`config.mk`:
```
export PLATFORM = sky130hd
export DESIGN_NAME = sram_turn_scheduler
export DESIGN_NICKNAME = d
export VERILOG_FILES = /design/src/rtl/sram_turn_scheduler.sv
export SDC_FILE = /design/constraint.sdc
export NUM_CORES = 1
export LEC_CHECK = 0
export CORE_ASPECT_RATIO = 0.75
export CORE_UTILIZATION = 37
export CTS_CLUSTER_DIAMETER = 50
export DETAILED_ROUTE_END_ITERATION = 6
export PLACE_DENSITY = 0.79
export SYNTH_ARGS = -nofsm -noshare
export SYNTH_HDL_FRONTEND = slang
export SYNTH_SLANG_ARGS = --single-unit
```
`constraint.sdc`:
```
create_clock -name clk -period 1.8 [get_ports clk]
set_clock_uncertainty 0.15 [all_clocks]
set_input_delay 0.36 -clock clk [delete_from_list [all_inputs] [get_ports clk]]
set_output_delay 0.36 -clock clk [all_outputs]
set_load 0.01 [all_outputs]
```
`src/rtl/sram_turn_scheduler.sv`:
```
// sram_turn_scheduler: registered time-slot arbiter for the shared external SRAM.
// Video has priority, CPU/aux alternate round-robin, and a starvation counter limits video runs.
module sram_turn_scheduler #(
    parameter int AW           = 19,
    parameter int ACC_CYCLES   = 2,
    parameter int STARVE_LIMIT = 4
) (
    input  logic          clk,
    input  logic          rst,
    input  logic          vid_req,
    input  logic [AW-1:0] vid_addr,
    output logic          vid_ack,
    output logic [7:0]    vid_rdata,
    input  logic          cpu_req,
    input  logic          cpu_we,
    input  logic [AW-1:0] cpu_addr,
    input  logic [7:0]    cpu_wdata,
    output logic          cpu_ack,
    output logic [7:0]    cpu_rdata,
    input  logic          aux_req,
    input  logic          aux_we,
    input  logic [AW-1:0] aux_addr,
    input  logic [7:0]    aux_wdata,
    output logic          aux_ack,
    output logic [7:0]    aux_rdata,
    output logic [AW-1:0] sram_a,
    output logic          sram_we_n,
    output logic [7:0]    sram_dout,
    output logic          sram_doe,
    input  logic [7:0]    sram_din
);
    typedef enum logic [1:0] {IDLE, ACCESS, TURN} state_t;
    localparam int KW = $clog2(ACC_CYCLES);
    localparam int CW = $clog2(STARVE_LIMIT + 1);
    localparam logic [KW-1:0] K_LAST = KW'(ACC_CYCLES - 1);
    localparam logic [CW-1:0] C_LIM = CW'(STARVE_LIMIT);
    localparam logic [1:0] OWN_VID = 2'd0, OWN_CPU = 2'd1, OWN_AUX = 2'd2;

    state_t        state_q, state_d;
    logic [KW-1:0] k_q, k_d;
    logic [CW-1:0] cnt_q, cnt_d;
    logic          rr_q, rr_d;
    logic [1:0]    own_q, own_d;
    logic          wr_q, wr_d;
    logic [AW-1:0] a_q, a_d;
    logic [7:0]    dout_q, dout_d;
    logic          we_n_q, we_n_d, doe_q, doe_d;
    logic [2:0]    ack_q, ack_d;
    logic [7:0]    vrd_q, vrd_d, crd_q, crd_d, ard_q, ard_d;
    logic          v_pend, c_pend, a_pend, o_pend, gnt_v, gnt_o, pick_aux, rd_smp;

    // A requester whose ack is showing this cycle is still holding req, so it is masked out.
    always_comb begin
        v_pend   = vid_req & ~ack_q[0];
        c_pend   = cpu_req & ~ack_q[1];
        a_pend   = aux_req & ~ack_q[2];
        o_pend   = c_pend | a_pend;
        gnt_v    = (state_q == IDLE) && v_pend && ((cnt_q < C_LIM) || !o_pend);
        gnt_o    = (state_q == IDLE) && !gnt_v && o_pend;
        pick_aux = rr_q ? a_pend : !c_pend;
        rd_smp   = (state_q == ACCESS) && (k_q == K_LAST) && !wr_q;
        state_d  = state_q;
        k_d      = k_q;
        own_d    = own_q;
        wr_d     = wr_q;
        a_d      = a_q;
        dout_d   = dout_q;
        rr_d     = rr_q;
        ack_d    = '0;
        if (gnt_v) begin
            state_d = ACCESS;
            k_d     = '0;
            own_d   = OWN_VID;
            wr_d    = 1'b0;
            a_d     = vid_addr;
        end else if (gnt_o) begin
            state_d = ACCESS;
            k_d     = '0;
            own_d   = pick_aux ? OWN_AUX : OWN_CPU;
            wr_d    = pick_aux ? aux_we : cpu_we;
            a_d     = pick_aux ? aux_addr : cpu_addr;
            dout_d  = pick_aux ? aux_wdata : cpu_wdata;
            rr_d    = !pick_aux;
        end else if (state_q == ACCESS) begin
            k_d = k_q + 1'b1;
            if (k_q == K_LAST) begin
                state_d = wr_q ? TURN : IDLE;
                ack_d   = 3'b001 << own_q;
            end
        end else if (state_q == TURN) begin
            state_d = IDLE;
        end
        vrd_d  = (rd_smp && own_q == OWN_VID) ? sram_din : vrd_q;
        crd_d  = (rd_smp && own_q == OWN_CPU) ? sram_din : crd_q;
        ard_d  = (rd_smp && own_q == OWN_AUX) ? sram_din : ard_q;
        cnt_d  = (!o_pend || gnt_o) ? '0 : gnt_v ? cnt_q + 1'b1 : cnt_q;
        we_n_d = !((state_d == ACCESS) && wr_d && (k_d != '0));
        doe_d  = (state_d == ACCESS) && wr_d;
    end

    always_ff @(posedge clk) begin
        if (rst) begin
            state_q <= IDLE;
            k_q     <= '0;
            cnt_q   <= '0;
            rr_q    <= 1'b0;
            own_q   <= OWN_VID;
            wr_q    <= 1'b0;
            a_q     <= '0;
            dout_q  <= '0;
            we_n_q  <= 1'b1;
            doe_q   <= 1'b0;
            ack_q   <= '0;
            vrd_q   <= '0;
            crd_q   <= '0;
            ard_q   <= '0;
        end else begin
            state_q <= state_d;
            k_q     <= k_d;
            cnt_q   <= cnt_d;
            rr_q    <= rr_d;
            own_q   <= own_d;
            wr_q    <= wr_d;
            a_q     <= a_d;
            dout_q  <= dout_d;
            we_n_q  <= we_n_d;
            doe_q   <= doe_d;
            ack_q   <= ack_d;
            vrd_q   <= vrd_d;
            crd_q   <= crd_d;
            ard_q   <= ard_d;
        end
    end

    assign vid_ack   = ack_q[0];
    assign cpu_ack   = ack_q[1];
    assign aux_ack   = ack_q[2];
    assign vid_rdata = vrd_q;
    assign cpu_rdata = crd_q;
    assign aux_rdata = ard_q;
    assign sram_a    = a_q;
    assign sram_we_n = we_n_q;
    assign sram_dout = dout_q;
    assign sram_doe  = doe_q;
endmodule

```
==> metrics <==
Synth cell types 37; crit end category register; # IOs 144; first-pass GRT wire length 14,750 um; DR WL/cell 15.91 um; Antenna Nets Post-Route 0; IO buf count 143; Internal 2931 uW; gr ovfl total 0; antenna violations before repair 0; Slew headroom 68.15%; Synthesis Warnings 0; pin count of the biggest net entering global routing 27; Hold Path Class register to register; part of the power in registers 40.7%; pwr/cell area 754.1 nW/um^2; dpl ws -0.8391 ns; hpwl dp 6489 um; Final Cell Area 5191 um^2; die height 79.15 um; Syn Inst Count 324; Max Slew Vio Count 0; top cells by area, synth dfxtp_1 (45%), mux2i_1 (8.5%), nand2b_1 (5.5%), nand2_1 (5.1%), o211ai_1 (4.9%); share of synthesized registers carrying an async set or reset 0%; # setup viols final 37; Initial Util 39.16%; die width 104.9 um; sequential share of the synthesized area 44.99%; most frequent cells in the layout clkdlybuf4s50_1 (131), dfxtp_1 (64), nand2_1 (34); Root Buffer clkbuf_8; outcome finished, violations left; sw power 983.7 uW; Core ar. 7500 um^2; Num CTS Buffers 9; max frequency 508.7 MHz; Sink Count 66; Rows 27; post-synth net total 414; Peak VDD IR 0.3581 mV; Synth Register Bits 66; RSZ-0062 raised after global routing yes; violated checks negative setup slack; area leader, netlist dfxtp_1; Leak Pwr 0.001981 uW; TritonRoute pass-1 iters 4; ant diodes 0; Worst setup SP type input port; DIE AREA 8300 um^2; crit path max fanout 6; # DRC 0; number of global-route vias before repair 3,077; vias 3,055; routability cong. 0.7831; Final #Nets 582; total power 3915 uW; combinational fraction of design power 24.3%; Synth top area share 44.99%; layout cells sized above 1 19.76%; Detailed Route Iter0 Violations 101; vias per inst 5.117; max cap viols 0; clk_lat worst skew 0.34 ns; commonest non-fill, non-tap cell in the layout clkdlybuf4s50_1; Area after DPL 4641 um^2; Setup TNS -2.464 ns; CTS max path bufs 2; H-tree depth 3; CTS tree built; Netlist Area Pre-Place 2937 um^2; worst hold slack 0.3043 ns; Area Overhead vs Synth 76.78%; final hold violations 0; Worst-Margin Slew 0.4778 ns; ys flop type dfxtp_1; average cell area after synthesis 9.063 um^2; kind of critical path input port to register; clock share of power 35.0%; Post-synth EDFFs 0; final wirelength 9496 um; PnR worst setup slack -0.1656 ns; Tcrit/Tclk final 109.2%; CP Data Arrival Time 2.08 ns; Switching Share 25.13%; Clk pin slew, worst setup/hold paths 0.07 ns; Total Routing Usage GR 22.68%; fin crit period 1.966 ns; Req. time, crit path 1.91 ns
critical path, cell delays in order:
cell and delay [ns]:
clkdlybuf4s50_1 0.45, or4b_4 0.53, nor2_8 0.19, nor2_4 0.09, buf_6 0.15, buf_6 0.11, a211oi_2 0.19
layout make-up:
class	instances	area, um^2
fillers	562	2308
clock inverters	2	60.06
well taps	101	126.4
clock buffers	13	158.9
flip-flops and latches	66	1324
multi-input cells	235	1644
repair buffers	180	1878
power by group through the flow:
| stage | clock network [uW] | logic, uW | registers, uW |
|---|---|---|---|
| 4_1_cts | 1400 | 859 | 1590 |
| 3_5_place_dp | 0 | 837 | 1620 |
| 3_3_place_gp | 0 | 821 | 1620 |
| 5_1_grt | 1460 | 1020 | 1600 |
| 6_report | 1370 | 952 | 1590 |
| 2_1_floorplan | 0 | 354 | 1650 |
sequential cells by signal, indices dropped and copies added (netlist names):
register and cells:
vid_rdata 8, own_q 2, sram_we_n 1, rr_q 1, ack_q 3, cpu_rdata 8
k_q 1, cnt_q 3, aux_rdata 8, sram_dout 8, sram_doe 1, state_q 2
sram_a 19, wr_q 1
cell usage after synthesis, types with 2 or more instances:
cell type,number
a21o_1,3
o211ai_1,19
nor2_2,2
nor3_1,4
buf_6,3
a31oi_1,20
nand2_1,40
clkbuf_1,14
a211oi_2,8
a21oi_1,12
a211oi_1,2
ha_1,2
nor4_1,2
buf_2,6
nor3b_1,3
nand3_1,19
mux2i_1,25
o21ai_0,3
nor2_1,29
dfxtp_1,66
nand2b_1,26
per-stage QoR:
stage                     util [%]  cells
after global placement       61.88    570
after detailed placement     61.88    570
after CTS                    65.40    586
after global routing         69.22    597
final                        69.22    597
after floorplan                  -    324
metal layers:
layer | up-vias | global-route usage (%) | wire length (um)
met3 | 10 | 7.882 | 619
li1 | 1486 | - | -
met5 | - | 0 | 0
met2 | 107 | 39.40 | 4595
met1 | 1452 | 26.29 | 4182
met4 | 0 | 7.324 | 99
path summary, 6_finish.rpt:
| path | from | cells past startpoint | slack, ns | endpoint |
|---|---|---|---|---|
| worst max-delay path | vid_req | 7 | -0.17 | sram_dout[5] |
| worst min-delay path | vid_rdata[0] | 2 | 0.30 | vid_rdata[0] |
| worst max register to register | state_q[1] | 7 | -0.15 | sram_dout[5] |
| worst min register to register | vid_rdata[0] | 2 | 0.30 | vid_rdata[0] |
kinds of logic (layout without fill, tap and decap cells):
group                    count (synthesis)  after routing  share of synthesized area (%)
AND/OR/NAND/NOR                        134            136                          23.52
AO/OA/AOI/OAI                           71             71                          17.38
flip-flops                              66             66                          44.99
multiplexers                            26             26                          8.905
buffers and inverters                   25            195                          4.346
adder cells (fa/ha/maj)                  2              2                         0.8520
timing repair:
item                                    in CTS  in global routing
endpoints found under the setup margin      50                 68
resized for setup                           16                 49
setup buffers                                0                 10
pin swaps                                    8                 18
hold buffers                                 0                  0
gates cloned                                 1                  2
Power figures use the tool's default switching activity.
